--- src/rtl/io_bus_bridge_pkg.sv ---
// Shared types and the I/O decode map for the CPU-to-peripheral bridge.
// Addresses here are word addresses, i.e. bits [15:1] of the byte address.
package io_pkg;

   typedef enum logic [3:0] {
      LEDS      = 4'd0,
      SDRAM_CFG = 4'd1,
      UART      = 4'd2,
      SPI       = 4'd3,
      IRQ_CTL   = 4'd4,
      BIOS_CTL  = 4'd5,
      TIMER     = 4'd6,
      PIC       = 4'd7,
      VGA_REG   = 4'd8,
      PS2_MOUSE = 4'd9,
      PS2_KBD   = 4'd10
   } io_dev_t;

   localparam int NDEV   = 11;
   localparam int ADDR_W = 15;

   typedef logic [ADDR_W-1:0] io_addr_t;

   // A device matches when (addr ^ BASE) & MASK is zero; cleared mask bits are don't-care.
   localparam io_addr_t LEDS_BASE      = 15'h7FFF;
   localparam io_addr_t LEDS_MASK      = 15'h7FFF;
   localparam io_addr_t SDRAM_CFG_BASE = 15'h7FFE;
   localparam io_addr_t SDRAM_CFG_MASK = 15'h7FFF;
   localparam io_addr_t UART_BASE      = 15'h7FFD;
   localparam io_addr_t UART_MASK      = 15'h7FFF;
   localparam io_addr_t SPI_BASE       = 15'h7FF8;
   localparam io_addr_t SPI_MASK       = 15'h7FFE;
   localparam io_addr_t IRQ_CTL_BASE   = 15'h7FFB;
   localparam io_addr_t IRQ_CTL_MASK   = 15'h7FFF;
   localparam io_addr_t BIOS_CTL_BASE  = 15'h7FF6;
   localparam io_addr_t BIOS_CTL_MASK  = 15'h7FFF;
   localparam io_addr_t TIMER_BASE     = 15'h0020;
   localparam io_addr_t TIMER_MASK     = 15'h7FFE;
   localparam io_addr_t PIC_BASE       = 15'h0010;
   localparam io_addr_t PIC_MASK       = 15'h7FFF;
   localparam io_addr_t VGA_REG_BASE   = 15'h01E8;
   localparam io_addr_t VGA_REG_MASK   = 15'h7FF8;
   localparam io_addr_t PS2_MOUSE_BASE = 15'h7FF0;
   localparam io_addr_t PS2_MOUSE_MASK = 15'h7FFF;
   localparam io_addr_t PS2_KBD_BASE   = 15'h0030;
   localparam io_addr_t PS2_KBD_MASK   = 15'h7FFF;

   typedef enum logic [1:0] {
      ST_IDLE = 2'd0,
      ST_WAIT = 2'd1,
      ST_ACK  = 2'd2,
      ST_DONE = 2'd3
   } io_state_t;

   function automatic io_addr_t dev_base(input io_dev_t dev);
      case (dev)
         LEDS:      return LEDS_BASE;
         SDRAM_CFG: return SDRAM_CFG_BASE;
         UART:      return UART_BASE;
         SPI:       return SPI_BASE;
         IRQ_CTL:   return IRQ_CTL_BASE;
         BIOS_CTL:  return BIOS_CTL_BASE;
         TIMER:     return TIMER_BASE;
         PIC:       return PIC_BASE;
         VGA_REG:   return VGA_REG_BASE;
         PS2_MOUSE: return PS2_MOUSE_BASE;
         PS2_KBD:   return PS2_KBD_BASE;
         default:   return '0;
      endcase
   endfunction

   function automatic io_addr_t dev_mask(input io_dev_t dev);
      case (dev)
         LEDS:      return LEDS_MASK;
         SDRAM_CFG: return SDRAM_CFG_MASK;
         UART:      return UART_MASK;
         SPI:       return SPI_MASK;
         IRQ_CTL:   return IRQ_CTL_MASK;
         BIOS_CTL:  return BIOS_CTL_MASK;
         TIMER:     return TIMER_MASK;
         PIC:       return PIC_MASK;
         VGA_REG:   return VGA_REG_MASK;
         PS2_MOUSE: return PS2_MOUSE_MASK;
         PS2_KBD:   return PS2_KBD_MASK;
         default:   return '1;
      endcase
   endfunction

endpackage

--- src/rtl/io_bus_bridge_addr_decoder.sv ---
// Combinational I/O address decode: word address [15:1] to a one-hot device select.
// 'mapped' is high when any device claims the address.
module io_addr_decoder
   import io_pkg::*;
(
   input  logic [14:0]     addr,
   output logic [NDEV-1:0] dev_hit,
   output logic            mapped
);

   for (genvar g = 0; g < NDEV; g++) begin : g_hit
      localparam io_dev_t DEV = io_dev_t'(g);
      assign dev_hit[g] = ((addr ^ dev_base(DEV)) & dev_mask(DEV)) == '0;
   end

   assign mapped = |dev_hit;

   // The decode map is disjoint by construction; catch any edit that breaks that.
   always_comb begin
      assert ($onehot0(dev_hit));
   end

endmodule

--- src/rtl/io_bus_bridge.sv ---
// Registered I/O-space bridge: latches a core I/O request, drives one-hot chip selects,
// and returns exactly one io_ack beat per request, bounded by a wait timeout.
module io_bus_bridge
   import io_pkg::*;
#(
   parameter int unsigned TIMEOUT_CYCLES = 255,
   parameter logic [15:0] UNMAPPED_DATA  = 16'h0000
) (
   input  logic            clk,
   input  logic            reset_n,
   input  logic            data_m_access,
   input  logic            d_io,
   input  logic [18:0]     data_m_addr,
   input  logic            data_m_wr_en,
   input  logic [1:0]      data_m_bytesel,
   input  logic [NDEV-1:0] dev_ack,
   input  logic [15:0]     dev_data,
   output logic [NDEV-1:0] dev_cs,
   output logic [14:0]     dev_addr,
   output logic            dev_wr_en,
   output logic [1:0]      dev_bytesel,
   output logic            io_ack,
   output logic [15:0]     io_data,
   output logic            timeout_pulse,
   output logic [7:0]      timeout_count,
   output logic [1:0]      dbg_state
);

   localparam logic [15:0] WAIT_LAST = 16'(TIMEOUT_CYCLES - 1);

   io_state_t       state;
   logic [15:0]     wait_cnt;
   logic [NDEV-1:0] dec_hit;
   logic            dec_mapped;
   logic            sel_ack;
   logic            addr_unused;

   io_addr_decoder u_decoder (
      .addr    (data_m_addr[14:0]),
      .dev_hit (dec_hit),
      .mapped  (dec_mapped)
   );

   // Only [15:1] of the word address is I/O space.
   assign addr_unused = ^data_m_addr[18:15];
   assign sel_ack     = |(dev_ack & dev_cs);
   assign dbg_state   = state;

   // Handshake: the core raises data_m_access (with d_io) and holds it and the request
   // fields until it sees io_ack for one cycle; it must drop access before the bridge
   // leaves DONE. Devices answer with dev_ack while their dev_cs bit is high.
   always_ff @(posedge clk or negedge reset_n) begin
      if (!reset_n) begin
         state         <= ST_IDLE;
         wait_cnt      <= '0;
         dev_cs        <= '0;
         dev_addr      <= '0;
         dev_wr_en     <= 1'b0;
         dev_bytesel   <= '0;
         io_ack        <= 1'b0;
         io_data       <= '0;
         timeout_pulse <= 1'b0;
         timeout_count <= '0;
      end else begin
         io_ack        <= 1'b0;
         io_data       <= '0;
         timeout_pulse <= 1'b0;
         case (state)
            ST_IDLE: begin
               if (data_m_access && d_io) begin
                  dev_addr    <= data_m_addr[14:0];
                  dev_wr_en   <= data_m_wr_en;
                  dev_bytesel <= data_m_bytesel;
                  if (dec_mapped) begin
                     dev_cs   <= dec_hit;
                     wait_cnt <= '0;
                     state    <= ST_WAIT;
                  end else begin
                     io_ack  <= 1'b1;
                     io_data <= UNMAPPED_DATA;
                     state   <= ST_ACK;
                  end
               end
            end
            ST_WAIT: begin
               // A device ack on the expiry cycle still wins over the timeout.
               if (sel_ack) begin
                  dev_cs  <= '0;
                  io_ack  <= 1'b1;
                  io_data <= dev_data;
                  state   <= ST_ACK;
               end else if (wait_cnt == WAIT_LAST) begin
                  dev_cs        <= '0;
                  io_ack        <= 1'b1;
                  io_data       <= UNMAPPED_DATA;
                  timeout_pulse <= 1'b1;
                  if (timeout_count != 8'hFF) begin
                     timeout_count <= timeout_count + 8'd1;
                  end
                  state <= ST_ACK;
               end else begin
                  wait_cnt <= wait_cnt + 16'd1;
               end
            end
            ST_ACK: begin
               state <= ST_DONE;
            end
            ST_DONE: begin
               state <= ST_IDLE;
            end
            default: begin
               state <= ST_IDLE;
            end
         endcase
      end
   end

endmodule

--- config.mk ---
export PLATFORM = sky130hd
export DESIGN_NAME = io_bus_bridge
export DESIGN_NICKNAME = d
export VERILOG_FILES = /design/src/rtl/io_bus_bridge_pkg.sv /design/src/rtl/io_bus_bridge_addr_decoder.sv /design/src/rtl/io_bus_bridge.sv
export SDC_FILE = /design/constraint.sdc
export NUM_CORES = 1
export LEC_CHECK = 0
export ABC_AREA = 1
export BUFFER_PORTS_ARGS = -buffer_cell sky130_fd_sc_hd__clkbuf_2
export CORE_MARGIN = 8
export CORE_UTILIZATION = 40
export DETAILED_ROUTE_END_ITERATION = 12
export PLACE_DENSITY = 0.64
export SETUP_SLACK_MARGIN = 0.4
export SLEW_MARGIN = 20
export SYNTH_ARGS = -nofsm -noshare
export SYNTH_HDL_FRONTEND = slang
export SYNTH_SLANG_ARGS = --single-unit
--- constraint.sdc ---
create_clock -name clk -period 2.2 [get_ports clk]
set_input_delay 0.44 -clock clk [delete_from_list [all_inputs] [get_ports clk]]
set_output_delay 0.44 -clock clk [all_outputs]
set_load 0.03 [all_outputs]
Word level (Yosys, flattened, before mapping)
Cells that the tools add are included.

word-level totals
  bits in read-only memories = 0
  flip-flop bits (word level) = 73
  bits in latches = 0
  RAM bits = 0
  memories = 0

cells by class
  reduce and logical (&&, ||, !) cells = 21
  bitwise logic cells = 13
  multipliers = 0
  add/subtract/negate cells = 2
  divide/modulo/power cells = 0
  equal/unequal tests = 10
  multiplexer cells = 24
  shift-type cells = 0
  order comparisons = 0

operator list
  operator                                                                 number
  15-bit zero test                                                         11
  16-bit 2-to-1 mux                                                        6
  11-bit 2-to-1 mux                                                        4
  14-bit NOT                                                               3
  16-bit case mux with 2 select lines                                      1
  11-bit case mux with 2 select lines                                      1
  11-bit OR reduction                                                      2
  16-bit by 1-bit adder with 16-bit output (second input constant)         1
  16-bit by 8-bit equality test with 1-bit output (second input constant)  1
  15-bit NOT                                                               1
  13-bit NOT                                                               1
  12-bit NOT                                                               1
  11-bit AND                                                               1
  11-bit NOT                                                               1
  8-bit by 1-bit adder with 8-bit output (second input constant)           1
  2-bit 2-to-1 mux                                                         4
  2-bit inequality test (second input constant)                            4
  8-bit inequality test (second input constant)                            1
  2-bit case mux with 4 select lines                                       1
  4-bit AND reduction                                                      2
  1-bit 2-to-1 mux                                                         6
  5-bit NOT                                                                1
  5-bit AND reduction                                                      1
  2-bit equality test (second input constant)                              2
  other kinds (9)                                                          12

Longest topological paths before layout
Gate-level depths: netlist (run 1).

  word-level depth = 6
  gate-level depth with buffers = 12

Modules after synthesis
Synthesis (run 1) repeated with hierarchy kept, for this count alone.

unflattened totals
  cells, all modules = 511
  area total of the unflattened synthesis = 4,040.1 um^2

by module, submodules not included
  module           area each (um^2)  cells an instance  times used
  io_bus_bridge    3,604.7           418                1
  io_addr_decoder  435.4             93                 1

Least setup slack after synthesis (run 1)
No wires, ideal clock.

  path kind = reg2reg
  start = register state[1], in the netlist dbg_state[1]
  end = register timeout_count[0]
  stages on the path, launching flop included = 8
  arrival = 1.781 ns
  path slack = 0.283 ns
  required time = 2.064 ns
  cells stage by stage = dfrtp_1 inv_1 ha_1 buf_2 clkinv_1 a31oi_1 nand2_2 xnor2_1

between the ends
  cells in the longest elaborated chain, start to end = 2

RTL lines
  element                                         line                 RTL
  start, declared                                 io_bus_bridge.sv:31  io_state_t state;
  start signal, assigned                          io_bus_bridge.sv:54  state <= ST_IDLE;
  start signal, assigned                          io_bus_bridge.sv:77  state <= ST_WAIT;
  start signal, assigned                          io_bus_bridge.sv:81  state <= ST_ACK;
  2-bit by 1-bit equality test with 1-bit output  io_bus_bridge.sv:68  case (state)
  4-bit AND reduction (no line)                   -
  end signal, assigned                            io_bus_bridge.sv:98  timeout_count <= timeout_count + 8'd1;
  end, declared                                   io_bus_bridge.sv:25  output logic [7:0] timeout_count,

Every way passes these cells.
A chain may end at the register's enable or synchronous reset.

Worst setup path in the final report (run 1)
  start = register timeout_count[0]
  end = register timeout_count[0]

between the ends
  cells in the longest elaborated chain, start to end = 2
  elaborated cells between the ends (all ways) = 3
  classes of those cells = add/sub: 1; eq/ne: 1; reduce/logical: 1

RTL lines
  element
  branches (longest 2 deep; another with 8-bit by 1-bit adder with 8-bit output)

Parallel ways; which one is timed is not known.

==> results.txt, run 1 <==
* Xor and xnor area share after synthesis: 0.0291
- The initial utilization of the core area, before any placement, comes to 0.410.
* Transition time at the pin with the least slew margin: 492 ps
- YS warnings: 0
* Via count of the first global-routing pass: 3758
- Dividing the detail-routed wire length by the instance count gives between 10 and 15 um.
- Net Count, Synth: 614
- Clock tree from TritonCTS: yes
- Pwr Total: about 4.4 mW
- Final number of max-transition violations: 0
- At the end of routability-driven placement, the weighted congestion stood at 0.853.
- Critical path class: flop to flop
- Number of endpoints with negative hold slack in the final report: 0
- The worst setup path is launched from a flop.
- Setup repair after global routing missed its margin: yes
- Hold slack final: ~42 ps
* Initial antenna violation count: 0
* CP delay by family, top: flip-flops
- In the final layout, the multi-input gates occupy roughly 2100 sq um.
- Global routing usage summed across all routing layers: 0.147
- Die width: roughly 120 um
* First-pass GRT wire length: roughly 17000 um
* Data arrival time of the worst path: between 1500 and 2000 ps
- Fraction of synthesized area in multiplexers: 0
* Clock Tree Root: clkbuf_8
- The flow ran to the end, and the final reports show no timing, DRC or antenna violations.
- Area of the mapped netlist: about 4200 sq um
- Maximum number of pins on one net before global-route repair: 38
- The share of the Yosys chip area taken by registers is 0.434.
- The floorplan has 37 rows.
- Register bit count reported by yosys: 73
- Power per standard cell area: approximately 860 nW/um^2
- Tcrit/Tclk final: 0.773
- Grt total ovfl: 0
- For this run, asynchronously set or reset flops after synthesis account for 1.00.
- After technology mapping, the gate count stands at 554.
- Area fraction in compound gates after synthesis: 0.0327
* Post-synth EDFFs: 0
- Clock latency reported for the late side of the worst-skew pair: 350 ps
- Measured on the finished design, the core utilization comes to 0.499.
- Across the whole layout, storage elements account for about 1800 sq um.
- After synthesis, the mean cell area works out to between 7 and 8 sq um.
- Along the worst path, the maximum fanout reaches 6.
* Post-route DRC: 0
- Slowest cell on the critical path: dfrtp_1
- Simple logic cell fraction of the synthesized area: 0.396
* Count of endpoints failing setup in the final report: 0
- Share of final-layout standard cells stronger than drive strength 1: 0.279
- Estimated wirelength of the detail-placed design: between 8000 and 9000 um
- The worst-case IR drop observed on VDD is about 0.7 mV.
- Placeable Area: 10300 sq um
- Buffers placed on the I/O ports in this run total roughly 110.
- The first routing iteration left 144 violations.
* CTS HTree Levels: 3
- Synthesized-area fraction occupied by adder cells: 0.0208
- Clock-pin slew was measured on the worst setup and hold paths at approximately 80 ps.
- Relative to the synthesized area, the layout overhead comes to 21.8%.
- Die Footprint: approximately 14000 sq um
- Inserted Clock Buffers: 9
* Setup TNS after final layout: 0 ps
- Number of nets with antenna violations after detailed routing: 0
- Across the run, the number of max-cap violations was 0.
- Standby leakage power: 2.89 nW
- Measured against its own limit, the worst slew margin works out to 0.672.
* Worst min-delay path category: primary input to asynchronous set/reset pin
- Setup crit end kind: flop
- Count of buffer and inverter cells on the critical path: 1
* Filler cell count: between 1000 and 1500
- Time the worst path needs with I/O delays and setup: between 1500 and 2000 ps
- Via count: roughly 3700
- In the routed layout, each cell is associated on average with a via count of ~4.6.
* Predominant post-synthesis flop cell: dfrtp_1
- Die Height: 119 um
* Achievable clock frequency: 588 MHz
* Length of the first detailed-routing pass in iterations: 4
- Io pins: 110
- The signal on the critical path passes through ha_1, and3_1, nand3_1, inv_1, a31oi_4, nand2_2, xnor2_1.
* Ant diodes: 0
* Routed wire length: ~10000 um
- Clock sink count: 73
- The clock passes through at most 2 buffers.
- Clk_skew: 7.06 ps
- Required time of the critical path: around 2400 ps
- For this run, the post-layout net count is 728.
* CP max stage delay: roughly 440 ps
- Combinational family with the most area after synthesis: simple AND/OR/NAND/NOR gates
- Synth cell types: ~40
## routing by layer
layer | wire length [um] | up-vias | GRT usage
li1 | - | 1952 | -
met1 | 4660 | 1680 | 0.178
met2 | 4610 | 88 | 0.231
met3 | 811 | 10 | 0.0581
met4 | 140 | 0 | 0.0522
met5 | 0 | - | 0
## layout make-up
cell class                 count  share of cell area
clock buffer                  10              0.0249
timing repair buffer         119               0.129
tap                          136              0.0332
inverter                      58              0.0430
clock inverter                 6             0.00854
multi-input combinational    407               0.404
sequential                    73               0.357
## cell usage in the layout, fill, tap and decap left out, types with 2 or more instances in the layout
cell type and instances:
a21oi_1 2, buf_12 2, buf_4 12, clkbuf_2 104, clkbuf_8 9, clkinv_2 2
clkinv_4 2, dfrtp_1 71, dfrtp_2 2, ha_1 6, inv_1 53, inv_2 3
nand2_1 180, nand2_2 9, nand2_4 2, nand3_1 33, nand3_2 19, nand4_1 10
nor2_1 87, nor2_2 8, nor2_4 3, nor3_1 5, nor3b_1 2, o21ai_0 11
o21ai_1 2, xnor2_1 8, xor2_1 6
## registers in the layout, summed over array words and instances, names as in the netlist
signal and cells:
timeout_count 8, dev_wr_en 1, dev_addr 15, dev_bytesel 2, io_data 16, dev_cs 11
io_ack 1, dbg_state 2, timeout_pulse 1, wait_cnt 16
## worst reg2reg max path: cells and delay by family, from the launching register on
family	cells	cell delay [ps]
buffers and inverters	1	80
AND/OR/NAND/NOR	3	430
adder cells (fa/ha/maj)	1	250
flip-flops	1	440
AO/OA/AOI/OAI	1	220
XOR/XNOR	1	160
## synth_stat cells, types with 2 or more instances
| master | n | area, sq um |
|---|---|---|
| nor2_1 | 91 | 342 |
| nand3_2 | 19 | 190 |
| clkbuf_1 | 4 | 15.0 |
| nor2_2 | 5 | 31.3 |
| nor3b_1 | 2 | 15.0 |
| buf_12 | 3 | 60.1 |
| o21ai_1 | 2 | 10.0 |
| o21ai_0 | 11 | 55.1 |
| buf_2 | 2 | 10.0 |
| dfrtp_1 | 73 | 1830 |
| buf_6 | 3 | 33.8 |
| ha_1 | 7 | 87.6 |
| nor2_4 | 2 | 22.5 |
| xnor2_1 | 8 | 70.1 |
| inv_1 | 54 | 203 |
| xor2_1 | 6 | 52.6 |
| inv_2 | 3 | 11.3 |
| nand2_2 | 8 | 50.1 |
| nand3_1 | 33 | 165 |
| nand2_1 | 182 | 683 |
| buf_4 | 2 | 15.0 |
| nand4_1 | 10 | 62.6 |
| nor3_1 | 5 | 25.0 |
| a21oi_1 | 2 | 10.0 |
## path summary, 6_finish.rpt
kind / startpoint / to / slack, ps / cells after the start
worst max-delay path: timeout_count[0] / timeout_count[0] / 500 / 7
worst min-delay path: reset_n / dev_addr[2] / 40 / 1
worst max register to register: timeout_count[0] / timeout_count[0] / 500 / 7
worst min register to register: dev_wr_en / dev_wr_en / 490 / 2
max in group asynchronous: reset_n / timeout_count[3] / 1600 / 2
min in group clk: dev_data[5] / io_data[5] / 260 / 3
## repair_timing
action / in CTS / in global routing
buffers inserted: 2 / 2
pin swaps: 1 / 1
setup endpoints to repair: 12 / 39
gates resized for setup: 3 / 12
hold buffers: 0 / 0
endpoints found under the hold margin: 0 / 0
## power by group
part           total [mW]  switching (mW)  internal [mW]
registers            1.65           0.119           1.54
logic                1.81            1.25          0.557
clock network       0.947           0.534          0.413
## cells by family (layout without fill, tap and decap cells)
logic type | count (synthesis) | in the layout
simple gates | 364 | 364
buf+inv | 74 | 193
flops | 73 | 73
compound gates | 22 | 22
xor+xnor | 14 | 14
fa+ha+maj | 7 | 7
## through the flow
stage / instances / setup WS [ps] / cell area, sq um
floorplan: 554 / 406 / 4220
global route: 809 / 380 / 5130
finish: 809 / 498 / 5130
CTS: 807 / 382 / 5070
global placement: 789 / 139 / 4870
detailed placement: 789 / 68.1 / 4870
(Power assumes the default switching activity.)
==> run 2, diff against run 1 <==
--- a/config.mk
+++ b/config.mk
@@ -10,7 +10,7 @@
 export CORE_MARGIN = 8
 export CORE_UTILIZATION = 40
 export DETAILED_ROUTE_END_ITERATION = 12
-export PLACE_DENSITY = 0.64
+export PLACE_DENSITY = 0.67
 export SETUP_SLACK_MARGIN = 0.4
 export SLEW_MARGIN = 20
 export SYNTH_ARGS = -nofsm -noshare
==> constraint.sdc (replaced) <==
create_clock -name clk -period 1.4 [get_ports clk]
set_input_delay 0.28 -clock clk [delete_from_list [all_inputs] [get_ports clk]]
set_output_delay 0.28 -clock clk [all_outputs]
set_load 0.03 [all_outputs]
==> run 2 against run 1 <==
  * The run now ends with negative setup slack left
  * Critical path depth grew 2
  * Via count rose by 22%
  * Clock skew grew 3.0 ps
  * Cell count is 15% higher
  * Cell area is 44% higher
  * Worst setup slack worse by 720 ps
  * Critical endpoint is now wait_cnt[1]
==> results.txt, run 2 (same netlist as run 1, synthesis figures left out) <==
* Clock transition at path regs: 90 ps (about the same)
- Via count of the first global-routing pass: 4726 (+26%)
- First-pass GRT wire length: 21900 um (+28%)
- The starting density of the core was 0.410 (unchanged).
- The worst hold path was traced through 3 stages.
- Length of the first detailed-routing pass in iterations: 5 (+1)
- The cell area after layout came to 7380 sq um (+44%).
- The number of top-level design ports is 110 (unchanged).
- Standby leakage power: 3.82 nW (+32%)
* Inserted Clock Buffers: 9 (unchanged)
* Outcome: complete, but fails checks
* Worst Hold Launch: data_m_bytesel[0]
* Via count: 4534 (+22%)
- The number of nets at the end of the flow is 851 (+17%).
- The minimum setup slack among reg-to-reg paths is -230 ps (-720 ps).
- The number of remaining DRC errors is 0 (unchanged).
* Slowest cell on the critical path: dfrtp_1
- The buffer depth of the longest clock path was 2 (unchanged).
- The layout cell share with drive strength beyond 1 is 0.529 (+0.250).
- Required time of the critical path: 1660 ps (-780 ps)
* Die width: 119 um (unchanged)
- The final weighted congestion of routability-driven global placement is 0.889 (+4.3%).
- STA classifies the critical path startpoint as a flop.
- Number of nets with antenna violations after detailed routing: 0 (unchanged)
* Placed Area: 5640 sq um (+16%)
- Power per standard cell area: 1270 nW/um^2 (+48%)
* Maximum number of pins on one net before global-route repair: 29 (-24%)
* Count of endpoints failing setup in the final report: 60 (+60)
- Area grow syn2layout: 75.4%
* Standard-cell rows: 37 (unchanged)
* Worst rel slew slack: 0.817 (+0.145)
- The remaining global-route overflow came to 0 (unchanged).
* Worst min-delay path category: primary input to flop
- The core area came to 10300 sq um (unchanged).
- Setup repair after global routing missed its margin: yes
- For hold timing, the worst endpoint is dev_bytesel[0].
* Count of buffers inserted at the top-level ports: 105 (unchanged)
- Max FO, Critical Path: 8 (+2)
* Worst Reg-to-Reg Cells: 9 (+2)
- CTS HTree Levels: 3 (unchanged)
- Clock tree from TritonCTS: yes
- The time the final worst path needs with I/O delays and setup is 1630 ps (-76.1 ps).
- The setup TNS came to -7250 ps (-7250 ps).
- The delay of the slowest critical-path stage was 430 ps (about the same).
- The pre-CTS worst setup slack is -265 ps (-333 ps).
* Most frequent cells in the layout: 144 x nand2_1, 101 x buf_4, 64 x nor2_1
- In the final layout, the registers with the most flip-flops are io_data: 16 flops, wait_cnt: 16 flops, dev_addr: 15 flops.
- The final max-slew violation count is 0 (unchanged).
- Worst path most repeated cell: nand2_2
- Clock sink count: 73 (unchanged)
- The maximum clock frequency was 615 MHz (+4.7%).
- Die Height: 119 um (unchanged)
* Worst vdd ir: 1.42 mV (+110%)
- The wire length after detailed routing is 14200 um (+39%).
- The average wire per cell in the routed design was 15.2 um (+20%).
- Clock Tree Root: clkbuf_8
- Worst reg2reg startpoint: wait_cnt[1]
* Violated checks: negative setup slack
- The largest clock skew in the final design was 10.1 ps (+3.00 ps).
- Via/cell ratio: 4.86 (+5.5%)
- Final worst slack: -225 ps (-724 ps)
- Setup crit end kind: flop
- Most common cell after layout, fill and taps aside: nand2_1
- Capture point of the worst reg-to-reg path: wait_cnt[1]
- Transition time at the pin with the least slew margin: 275 ps (-218 ps)
- Starting DRC count in detailed routing: 158 (+9.7%)
- Clock latency reported for the late side of the worst-skew pair: 360 ps (about the same)
* Ant diodes: 0 (unchanged)
- The arrival time at the worst endpoint came to 1880 ps (-60 ps).
- Estimated wirelength of the detail-placed design: 8960 um (+11%)
- The post-route fraction of the period consumed by the critical path was 1.16 (+0.388).
- Number of endpoints with negative hold slack in the final report: 0 (unchanged)
- The setup path with the least slack is of type flop to flop.
- The overall track demand over capacity in global routing was 0.186 (+0.0397).
* Cells along the critical path: ha_2, nand2_2, nor2_2, nand4_1, nand2_2, nor2_8, buf_12, nand3_2, nand2_1
* Die Footprint: 14100 sq um (unchanged)
- Max-capacitance violation count: 0 (unchanged)
* Initial antenna violation count: 0 (unchanged)
## run 2: what timing repair did
action,4_1_cts,5_1_grt
cloned,2,2
hold buffers,1,0
buffers inserted,17,21
pin swaps,13,42
hold endpoints to repair,22,0
endpoints found under the setup margin,130,145
gates resized for setup,199,143
## run 2: worst max path at each step
stage / end / from / depth (start not counted) / slack, ps
global placement: dev_cs[7] / data_m_addr[1] / 12 / -220
finish: wait_cnt[1] / wait_cnt[1] / 9 / -230
detailed placement: dev_cs[10] / data_m_addr[1] / 12 / -260
floorplan: wait_cnt[9] / dbg_state[1] / 10 / -280
global route: wait_cnt[1] / wait_cnt[0] / 10 / -340
CTS: wait_cnt[4] / wait_cnt[0] / 10 / -170
## run 2: layer usage
| metal | part of all wire | GRT usage |
|---|---|---|
| met5 | 0 | 0 |
| met4 | 0.019 | 0.0593 |
| met3 | 0.077 | 0.0728 |
| met2 | 0.51 | 0.309 |
| met1 | 0.40 | 0.217 |
## run 2: stage by stage
step	hold WS, ps	util	std cells	power, mW
finish	127	0.718	932	9.40
global route	119	0.718	932	9.88
CTS	82.0	0.662	909	8.56
detailed placement	219	0.549	873	5.84
global placement	222	0.549	873	5.76
floorplan	-15.6	-	554	4.91
## run 2: report_power, final
part	internal, mW	total (mW)	switching [mW]	leakage (nW)
Clock	0.896	1.79	0.890	0.105
Combinational	2.32	4.88	2.56	2.76
Sequential	2.41	2.74	0.326	0.959
## run 2: area by class of cell
cell class,instances,area (sq um)
repair inverters,2,27.5
flip-flops and latches,73,1850
multi-input cells,407,2520
repair buffers,240,2350
inverters,58,253
clock inverters,6,75.1
clock buffers,10,138
well taps,136,170
fillers,681,2890
## run 2: worst max-delay path: cells and delay by family (launching register included)
family	cells	cell delay, ps
adder cells (fa/ha/maj)	1	220
buffers and inverters	1	150
flip-flops	1	430
AND/OR/NAND/NOR	7	720
==> run 3, diff against run 2 <==
==> constraint.sdc (replaced) <==
create_clock -name clk -period 1.4 [get_ports clk]
set_input_delay 0.28 -clock clk [delete_from_list [all_inputs] [get_ports clk]]
set_output_delay 0.28 -clock clk [all_outputs]
set_load 0.1 [all_outputs]
==> run 3 against run 2 <==
  * The flow still finishes with violations (negative setup slack)
  * Worst hold slack got worse by 1.5 ps
  * Register-to-register slack got worse by 130 ps
  * Core utilization increased by 2.4 points
  * Global-route usage up 0.65 points
  * Non-clock buffer count rose by 7
  * Total power rose by 15%
  * First-iteration DRC count grew 49%
  * Cell count up 0.75%
  * Via count rose by 1.8%
  * Critical endpoint is now wait_cnt[8]
==> results.txt, run 3 (same netlist as run 1, synthesis figures left out) <==
- Final core area utilization: 0.742 (+0.0237)
* Io pins: 110 (unchanged)
- The worst setup margin is -359 ps (-134 ps).
* Clock sink count: 73 (unchanged)
- Clock transition at path regs: 80 ps (about the same)
- The number of maximum-capacitance constraint violations is 0 (unchanged).
* Number of nets with antenna violations after detailed routing: 0 (unchanged)
- The pin count of the biggest net entering global routing is 29 (unchanged).
- Estimated wirelength of the detail-placed design: 9550 um (+6.5%)
- In the final layout, the registers with the most flip-flops are io_data: 16 flops, wait_cnt: 16 flops, dev_addr: 15 flops.
- The final max-slew violation count is 0 (unchanged).
* Starting DRC count in detailed routing: 236 (+49%)
- The number of remaining DRC errors is 0 (unchanged).
- The maximum clock frequency came to 568 MHz (-7.6%).
- The number of H-tree levels was 3 (unchanged).
- Routed wire length: 14800 um (+4.4%)
- The arrival time at the worst endpoint is 2060 ps (+180 ps).
- Effective utilization at floorplan: 0.410 (unchanged)
- The remaining global-route overflow was 0 (unchanged).
* Setup repair after global routing missed its margin: yes
- The worst setup path is launched from a flop.
- The worst endpoint required time was 1700 ps (+40 ps).
* Filler cell count: 666 (-2.2%)
- Tcrit/Tclk final: 1.26 (+0.0954)
* Via count: 4615 (+1.8%)
- Final weighted congestion in routability-driven placement: 0.885 (-0.51%)
- The full die area was 14100 sq um (unchanged).
- In this design, the largest share of critical-path delay is due to simple AND/OR/NAND/NOR gates.
- Number of nets in the finished design: 858 (+0.82%)
- The library cell used most frequently in the layout, excluding fill and tap cells, is nand2_1.
* Worst path most repeated cell: nand2_4
- The latest clock arrival within the worst-skew pair came to 360 ps (about the same).
* Worst min-delay path category: primary input to flop
- Worst rel slew slack: 0.760 (-0.0575)
- The global-route wire length before repair was 22300 um (+1.5%).
- Global routing usage summed across all routing layers: 0.193 (+0.00650)
- The hold violation total from the final report came to 0 (unchanged).
- Cells along the critical path: nand2_1, nand3_2, nor2_4, nand2_4, nand2_4, nand2_4, nor2_8, buf_12, nand3_2, nand2_1
- The largest driver fanout on the critical path came to 7 (-1).
- CP max stage delay: 490 ps (+60 ps)
- The top cell types in the final layout, fill and taps aside, are 168 x nand2_1, 103 x buf_4, 64 x nor2_1.
- Worst vdd ir: 1.62 mV (+15%)
- Inserted Clock Buffers: 9 (unchanged)
* Placeable Area: 10300 sq um (unchanged)
- The time the final worst path needs with I/O delays and setup is 1760 ps (+134 ps).
* Clock Tree Root: clkbuf_8
* Setup crit end kind: flop
- The die span in x came to 119 um (unchanged).
- The flow ran to the end, but the final reports show violations.
- Via/cell ratio: 4.91 (+1.0%)
- Wire length per cell: 15.8 um (+3.6%)
- The final non-filler cell total is 939 (+0.75%).
- By startpoint and endpoint, the worst setup path is classified as flop to flop.
* Standard-cell rows: 37 (unchanged)
- The length of the first detailed-routing pass in iterations came to 5 (unchanged).
- Count of buffer and inverter cells on the critical path: 1 (unchanged)
- The leakage power came to 3.80 nW (-0.70%).
- Clk_skew: 11.4 ps (+1.39 ps)
* Hold slack final: 125 ps (-1.49 ps)
- The number of antenna violations at the first check in global routing came to 0 (unchanged).
- Area grow syn2layout: 81.2%
- Die Height: 119 um (unchanged)
- Slowest cell on the critical path: dfrtp_4
- Ant diodes: 0 (unchanged)
- Clock buffer depth: 2 (unchanged)
- The register cell area after layout came to 1930 sq um (+4.4%).
- Multi-input combinational cell area: 2420 sq um (-3.8%)
- The final setup violation count was 68 (+13%).
- Violated checks: negative setup slack
* Transition time at the pin with the least slew margin: 361 ps (+86.2 ps)
* Count of buffers inserted at the top-level ports: 105 (unchanged)
* Number of cells in the design after placement: 880 (+0.80%)
- The layout cell share with drive strength beyond 1 came to 0.532 (+0.00286).
- Pwr Total: 10.8 mW (+15%)
- Via count of the first global-routing pass: 4698 (-0.59%)
- The ratio of total power to cell area was 1410 nW/um^2 (+11%).
* Clock tree from TritonCTS: yes
-- run 3: cell types whose count changed in the layout (fill, tap and decap cells not counted), sizes merged --
cell,previous run,this run
buf,190,198
inv,60,61
clkinv,4,1
clkinvlp,1,3
bufinv,1,0
clkbuf,59,57
nand2,191,193
-- run 3: layout make-up --
type	instances	share of cell area
repair buffers	247	0.352
multi-input cells	409	0.318
flip-flops and latches	73	0.253
inverters	58	0.0310
well taps	136	0.0223
clock buffers	9	0.0162
clock inverters	7	0.00787
-- run 3: worst paths after layout --
kind | startpoint | to | slack (ps) | cells after the start
max | dev_cs[0] | wait_cnt[8] | -360 | 10
min | data_m_wr_en | dev_wr_en | 130 | 3
max reg2reg | dev_cs[0] | wait_cnt[8] | -360 | 10
min reg2reg | dev_addr[3] | dev_addr[3] | 530 | 2
max in group asynchronous | reset_n | dev_addr[9] | 510 | 3
min in group asynchronous | reset_n | wait_cnt[7] | 380 | 2
-- run 3: through the flow --
| stage | worst slack (ps) | setup TNS, ps | area (sq um) |
|---|---|---|---|
| after global routing | -409 | -18280 | 7630 |
| final | -359 | -14180 | 7630 |
| after detailed placement | -311 | -11530 | 6400 |
| after CTS | -270 | -8470 | 7220 |
| after floorplan | -444 | -17680 | 4430 |
| after global placement | -263 | -9270 | 6400 |
-- run 3: where the power goes --
group	internal [mW]	switching (mW)	total (mW)
sequential	2.48	0.352	2.83
combinational	2.36	3.98	6.34
clock	0.673	0.924	1.60
total	5.51	5.26	10.8
-- run 3: repair_timing --
action / 4_1_cts / 5_1_grt
hold buffers: 1 / 0
setup endpoints to repair: 130 / 130
endpoints found under the hold margin: 20 / 0
resized for setup: 121 / 54
buffers inserted: 16 / 21
gates cloned: 1 / 4
pin swaps: 5 / 39
-- run 3: worst reg2reg max path, delay by kind of cell (launching register included) --
kind          cells  cell delay [ps]
buf+inv           1              170
flops             1              490
simple gates      9             1050
-- run 3: metal layers --
layer	routed length (um)	track usage
met2	7550	0.342
met1	5780	0.210
met4	306	0.0569
met3	1160	0.0723
met5	0	0
